$ cat config.mk
export PLATFORM = sky130hd
export DESIGN_NAME = vga_timing_pipe
export DESIGN_NICKNAME = d
export VERILOG_FILES = /design/src/rtl/vga_timing_pipe.sv
export SDC_FILE = /design/constraint.sdc
export NUM_CORES = 1
export LEC_CHECK = 0
export CAP_MARGIN = 20
export CORE_UTILIZATION = 53
export CTS_CLUSTER_DIAMETER = 120
export DETAILED_ROUTE_END_ITERATION = 12
export GPL_ROUTABILITY_DRIVEN = 0
export PLACE_DENSITY = 0.84
export SYNTH_ARGS = -nofsm -noshare
export SYNTH_HDL_FRONTEND = slang
export SYNTH_SLANG_ARGS = --single-unit
$ cat constraint.sdc
create_clock -name i_clk -period 7.35 [get_ports i_clk]
set_clock_uncertainty 0.2 [all_clocks]
set_input_delay 1.47 -clock i_clk [delete_from_list [all_inputs] [get_ports i_clk]]
set_output_delay 1.47 -clock i_clk [all_outputs]
set_load 0.005 [all_outputs]
$ cat src/rtl/vga_timing_pipe.sv
// vga_timing_pipe
//   Parametrised VGA raster timing generator with a latency-matched pixel
//   pipeline. Scaled pixel coordinates go out to a renderer together with
//   o_req; the renderer's colour comes back PIPE_LAT clocks later. Sync and
//   blanking travel through a delay line of the same depth, so colour and
//   sync reach the DAC pins aligned. Counter state to pins is PIPE_LAT+1 clocks.
//
//   Optional build macro: VGA_FRAME_COUNTER_EN adds o_frame_cnt, a 16-bit
//   count of o_frame_start pulses.
//
// Ports
//   i_clk          pixel clock
//   i_rst_n        synchronous active-low reset
//   i_enable       raster run enable; low parks the counters at (0,0)
//   o_x, o_y       scaled column/row of the current pixel (valid with o_req)
//   o_req          current pixel is visible
//   o_line_start   1-clock pulse at h_cnt==0 on a visible line
//   o_frame_start  1-clock pulse at h_cnt==0, v_cnt==0
//   i_red/green/blue  renderer colour, PIPE_LAT clocks after o_req
//   o_red/green/blue  registered pin colour (0 while blanked)
//   o_hsync, o_vsync  registered pin sync at the configured polarity
//   o_frame_cnt    (VGA_FRAME_COUNTER_EN only) frames started, wraps at 16 bits
//
// Renderer handshake: there is no back-pressure. When o_req is high in cycle
// n, the renderer must present the colour for (o_x, o_y) on i_red/i_green/
// i_blue in cycle n+PIPE_LAT; the colour inputs are ignored in cycles whose
// delayed o_req is low.

module vga_timing_pipe #(
    parameter int   H_VISIBLE  = 800,
    parameter int   H_FRONT    = 40,
    parameter int   H_SYNC     = 128,
    parameter int   H_BACK     = 88,
    parameter int   V_VISIBLE  = 600,
    parameter int   V_FRONT    = 1,
    parameter int   V_SYNC     = 4,
    parameter int   V_BACK     = 23,
    parameter logic H_SYNC_POL = 1'b1,
    parameter logic V_SYNC_POL = 1'b1,
    parameter int   SCALE_LOG2 = 2,
    parameter int   PIPE_LAT   = 2,
    parameter int   X_W        = 11,
    parameter int   Y_W        = 10
) (
    input  logic                      i_clk,
    input  logic                      i_rst_n,
    input  logic                      i_enable,
    output logic [X_W-SCALE_LOG2-1:0] o_x,
    output logic [Y_W-SCALE_LOG2-1:0] o_y,
    output logic                      o_req,
    output logic                      o_line_start,
    output logic                      o_frame_start,
    input  logic [1:0]                i_red,
    input  logic [1:0]                i_green,
    input  logic [1:0]                i_blue,
    output logic [1:0]                o_red,
    output logic [1:0]                o_green,
    output logic [1:0]                o_blue,
    output logic                      o_hsync,
    output logic                      o_vsync
`ifdef VGA_FRAME_COUNTER_EN
    ,
    output logic [15:0]               o_frame_cnt
`endif
);

    localparam int H_TOTAL = H_VISIBLE + H_FRONT + H_SYNC + H_BACK;
    localparam int V_TOTAL = V_VISIBLE + V_FRONT + V_SYNC + V_BACK;

    generate
        if (H_TOTAL > (1 << X_W)) begin : g_bad_h_total
            $error("vga_timing_pipe: H_TOTAL does not fit in X_W bits");
        end
        if (V_TOTAL > (1 << Y_W)) begin : g_bad_v_total
            $error("vga_timing_pipe: V_TOTAL does not fit in Y_W bits");
        end
        if (SCALE_LOG2 > 4 || SCALE_LOG2 < 0) begin : g_bad_scale
            $error("vga_timing_pipe: SCALE_LOG2 must be in 0..4");
        end
    endgenerate

    // Thresholds are one bit wider than the counters because H_TOTAL may
    // equal 2^X_W exactly (and likewise for V).
    localparam logic [X_W-1:0] H_LAST     = X_W'(H_TOTAL - 1);
    localparam logic [Y_W-1:0] V_LAST     = Y_W'(V_TOTAL - 1);
    localparam logic [X_W:0]   H_VIS_END  = (X_W+1)'(H_VISIBLE);
    localparam logic [X_W:0]   HS_START   = (X_W+1)'(H_VISIBLE + H_FRONT);
    localparam logic [X_W:0]   HS_END     = (X_W+1)'(H_VISIBLE + H_FRONT + H_SYNC);
    localparam logic [Y_W:0]   V_VIS_END  = (Y_W+1)'(V_VISIBLE);
    localparam logic [Y_W:0]   VS_START   = (Y_W+1)'(V_VISIBLE + V_FRONT);
    localparam logic [Y_W:0]   VS_END     = (Y_W+1)'(V_VISIBLE + V_FRONT + V_SYNC);

    logic [X_W-1:0] h_cnt;
    logic [Y_W-1:0] v_cnt;

    // Reset and disable both park the raster at (0,0), so the first running
    // cycle always starts a fresh frame.
    always_ff @(posedge i_clk) begin
        if (!i_rst_n || !i_enable) begin
            h_cnt <= '0;
            v_cnt <= '0;
        end else if (h_cnt == H_LAST) begin
            h_cnt <= '0;
            v_cnt <= (v_cnt == V_LAST) ? '0 : v_cnt + 1'b1;
        end else begin
            h_cnt <= h_cnt + 1'b1;
        end
    end

    // Stage 0: decode straight from the counter registers.
    logic         active;
    logic [X_W:0] h_ext;
    logic [Y_W:0] v_ext;
    logic         h_vis;
    logic         v_vis;
    logic         hsync_raw;
    logic         vsync_raw;
    logic [2:0]   stage0;   // {de, hsync_raw, vsync_raw}
    logic [2:0]   delayed;

    assign active    = i_rst_n & i_enable;
    assign h_ext     = {1'b0, h_cnt};
    assign v_ext     = {1'b0, v_cnt};
    assign h_vis     = (h_ext < H_VIS_END);
    assign v_vis     = (v_ext < V_VIS_END);
    assign hsync_raw = (h_ext >= HS_START) && (h_ext < HS_END);
    assign vsync_raw = (v_ext >= VS_START) && (v_ext < VS_END);

    assign o_req         = active & h_vis & v_vis;
    assign o_line_start  = active & (h_cnt == '0) & v_vis;
    assign o_frame_start = active & (h_cnt == '0) & (v_cnt == '0);
    assign o_x           = h_cnt[X_W-1:SCALE_LOG2];
    assign o_y           = v_cnt[Y_W-1:SCALE_LOG2];

    // While stopped, stage 0 is all-inactive so the pins drain to blank.
    assign stage0 = {o_req, active & hsync_raw, active & vsync_raw};

    generate
        if (PIPE_LAT == 0) begin : g_no_pipe
            assign delayed = stage0;
        end else begin : g_pipe
            logic [2:0] pipe [PIPE_LAT];

            // Reset clears every stage so no partial sync pulse survives.
            always_ff @(posedge i_clk) begin
                if (!i_rst_n) begin
                    for (int i = 0; i < PIPE_LAT; i++) pipe[i] <= '0;
                end else begin
                    pipe[0] <= stage0;
                    for (int i = 1; i < PIPE_LAT; i++) pipe[i] <= pipe[i-1];
                end
            end

            assign delayed = pipe[PIPE_LAT-1];
        end
    endgenerate

    // Pin register: colour gated by delayed de, sync mapped to pin polarity.
    always_ff @(posedge i_clk) begin
        if (!i_rst_n) begin
            o_red   <= 2'b00;
            o_green <= 2'b00;
            o_blue  <= 2'b00;
            o_hsync <= ~H_SYNC_POL;
            o_vsync <= ~V_SYNC_POL;
        end else begin
            o_red   <= delayed[2] ? i_red   : 2'b00;
            o_green <= delayed[2] ? i_green : 2'b00;
            o_blue  <= delayed[2] ? i_blue  : 2'b00;
            o_hsync <= delayed[1] ? H_SYNC_POL : ~H_SYNC_POL;
            o_vsync <= delayed[0] ? V_SYNC_POL : ~V_SYNC_POL;
        end
    end

`ifdef VGA_FRAME_COUNTER_EN
    // o_frame_start is already low while disabled, so the count holds then.
    always_ff @(posedge i_clk) begin
        if (!i_rst_n) begin
            o_frame_cnt <= 16'h0000;
        end else if (o_frame_start) begin
            o_frame_cnt <= o_frame_cnt + 16'h0001;
        end
    end
`endif

endmodule

==> results by group <==
CTS
  • Reg clk slew, reported paths: between 0.1 and 0.15 ns
  • Sink Count: 35
  • TritonCTS Buffers: 5
  • Resize count post-CTS: 0
  • CTS root buffer: clkbuf_4
  • CTS max path bufs: 2
  • CTS tree: done
  • # H-tree levels: 2
  • CTS Hold Bufs: 0
  • Postcts setup bufs: 0
  • Clk Latency, worst-skew pair: 0.33 ns

Floorplan
  • IO Count: 37
  • Die area: 3300 sq um
  • Starting Density: 57.5%
  • Core area: 2830 sq um
  • Die Y: 57.4 microns
  • Rows: 19
  • Die width: 57.4 microns

GRT
  • Total track usage: between 20% and 30%
  • Initial antenna violation count: 0
  • Largest net degree at the start of global routing: 15
  • First-pass GRT wire length: 5.32 mm
  • Vias in the first global route: 1201
  • Total congestion overflow: 0

Route
  • DRC viols: 5
  • Drt total wl: 3.27 mm
  • Vias: 1336
  • Pre-antenna DRT Iters: 8
  • Drt wl/cell: ~14 microns
  • DRT antenna net count: 0
  • Vias per inst: between 5 and 6
  • Drt initial violations: 33

Critical path
  • WP data arrival: 3.50 ns
  • CP Class: in -> out
  • R2r endpoint: v_cnt[6]$_SDFFE_PN0N_
  • R2R setup slack: 4.83 ns
  • Worst EP required: 5.68 ns
  • Reg2reg start: h_cnt[6]$_SDFF_PP0_
  • Worst Reg-to-Reg Cells: 4
  • Nature of the critical path endpoint: primary output
  • CP startpoint kind: primary input
  • Crit Path Max Fanout: 14

Timing
  • Final Hold Viols: 0
  • RSZ-0062 raised after global routing: no
  • Fin crit share: 70.3%
  • Rel. slew slack: a little under three quarters
  • Max-slew violation count: 0
  • Worst-margin pin slew: 0.431 ns
  • Fmax: 194 MHz
  • PnR worst setup slack: 2.18 ns
  • Tmin final: 5.17 ns
  • Setup TNS: 0 ns
  • Setup violators final: 0

Power and ir drop
  • Leakage power: 0.000663 uW
  • Clock power frac: 40.1%
  • Reg power frac: 55.9%
  • Power Density: 176 nW/um^2
  • Sw frac: between 20% and 30%
  • Comb pwr share: 4.1%
  • Sw Pwr: 73.1 uW
  • Pint: 271 uW
  • Max IR drop VDD: roughly 0.14 mV

Final layout
  • P&R area growth vs syn: 20.4%
  • Post-layout util: around 70%
  • Share of cells above drive strength 1: 5.29%
  • Nets@finish: 221
  • Flip-flop and latch area: 701 sq um
  • Multi-input gate area: between 700 and 800 sq um
  • Post-route cell area: 1960 sq um
  • Filler Cells Inserted: roughly 230
  • Number of diodes: 0

Placed design
  • Placement Cell Area: 1880 sq um
  • Port bufs: 36
  • Setup Slack @ Placement: 2.18 ns
  • Post-DP HPWL: roughly 2.3 mm

Outcome
  • Status: complete, but fails checks
  • Failing checks: design-rule violations

Synth
  • Seq cells post-synth: 35
  • Synth Warn #: 0
  • Sequential-to-total area share from yosys stat: 43.0%
  • Post-synth cell types: 30
  • Cell count after synthesis: 186
  • Mapped Area: 1630 sq um
  • Mapped Nets: 200
  • Syn_area_per_cell: 8.75 sq um

Min path
  • Tightest Hold Check Type: reg -> reg
  • Hold EP: g_pipe.pipe[0][3]$_SDFF_PN0_
  • Hold Crit Start: g_pipe.pipe[0][0]$_SDFF_PN0_
  • WHS Path Cells: 1

Run
  • Total of max-cap violations: 0
[sequential cells by signal (all words and copies together), names as in the netlist]
register and cells:
g_pipe.pipe 6, h_cnt 11, o_blue 2, o_green 2, o_hsync 1, o_red 2
o_vsync 1, v_cnt 10
[cell usage after synthesis]
cell	count	share of area (%)
a21boi_0	1	0.46
a21oi_1	8	2.5
and2_1	6	2.3
and3_1	6	2.3
buf_2	2	0.61
buf_4	17	7.8
clkbuf_1	3	0.69
dfxtp_1	35	43
ha_1	5	3.8
inv_1	8	1.8
nand2_1	10	2.3
nand2b_1	2	0.77
nand3_1	12	3.7
nand4_1	3	1.2
nand4bb_1	1	0.69
nor2_1	20	4.6
nor3_1	4	1.2
nor3b_1	1	0.46
nor4_1	9	3.5
nor4b_1	1	0.54
o21ai_0	3	0.92
o21bai_2	1	0.69
o22ai_1	1	0.38
o31ai_1	5	2.3
or3_1	2	0.77
or3_4	1	0.69
or4_1	6	2.8
or4_4	1	0.69
xnor2_1	9	4.8
xor2_1	3	1.6
[per-layer routing]
| metal | vias up | track usage, % | part of all wire, % |
|---|---|---|---|
| met2 | 41 | 36.7 | 51 |
| met3 | 2 | 7.48 | 6.1 |
| met1 | 621 | 24.6 | 42 |
| li1 | 672 | - | - |
| met5 | - | 0 | 0 |
| met4 | 0 | 6.97 | 0.49 |
[cells by family (layout without fill, tap and decap cells)]
kind of cell	after synthesis	in the layout	share of synthesized area [%]
compound gates	19	19	7.23
xor+xnor	12	12	6.46
fa+ha+maj	5	5	3.84
buf+inv	30	52	11.0
flops	35	35	43.0
simple gates	85	85	28.4
[metrics by stage]
| step | hold WS [ns] | cells | power (uW) |
|---|---|---|---|
| finish | 0.236 | 239 | 344 |
| floorplan | 0.212 | 186 | 201 |
| global placement | 0.216 | 231 | 210 |
| detailed placement | 0.219 | 231 | 210 |
| global route | 0.240 | 239 | 356 |
| CTS | 0.244 | 239 | 347 |
[cell usage in the layout, fill, tap and decap left out, types with 2 or more instances in the layout]
| cell type | count |
|---|---|
| a21oi_1 | 8 |
| and2_1 | 6 |
| and3_1 | 6 |
| clkbuf_4 | 5 |
| clkdlybuf4s50_1 | 36 |
| dfxtp_1 | 35 |
| ha_1 | 5 |
| inv_1 | 8 |
| nand2_1 | 10 |
| nand2b_1 | 2 |
| nand3_1 | 12 |
| nand4_1 | 3 |
| nor2_1 | 20 |
| nor3_1 | 4 |
| nor4_1 | 9 |
| o21ai_0 | 3 |
| o31ai_1 | 5 |
| or3_1 | 2 |
| or4_1 | 6 |
| xnor2_1 | 9 |
| xor2_1 | 3 |
[final cells by class]
| type | instances | share of cell area (%) |
|---|---|---|
| clock inverter | 3 | 2.23 |
| tap | 31 | 1.98 |
| sequential | 35 | 35.8 |
| timing repair buffer | 36 | 18.4 |
| inverter | 8 | 1.53 |
| multi-input combinational | 121 | 38.2 |
| clock buffer | 5 | 1.92 |
[worst max-delay path by stage]
stage | from | end | slack (ns) | cells after the start
after CTS | i_rst_n | o_line_start | 2.17 | 6
after floorplan | i_rst_n | o_frame_start | 3.57 | 4
final | i_rst_n | o_line_start | 2.18 | 6
after global placement | i_rst_n | o_frame_start | 2.22 | 6
after global routing | i_rst_n | o_frame_start | 2.02 | 6
after detailed placement | i_rst_n | o_line_start | 2.18 | 6
[worst max-delay path: stages]
cell and delay [ns]:
clkdlybuf4s50_1 0.65, nand2_1 0.26, nor4b_1 0.34, nand2_1 0.14
nor2_1 0.12, clkdlybuf4s50_1 0.51
[power by group through the flow]
stage                     clock (uW)  combinational (uW)  sequential [uW]
after detailed placement           0                13.9              197
after global placement             0                13.6              196
after CTS                        141                14.1              192
final                            138                14.0              192
after global routing             149                15.3              192
after floorplan                    0                5.05              196
Note: power is estimated with default switching activity, not from simulation.
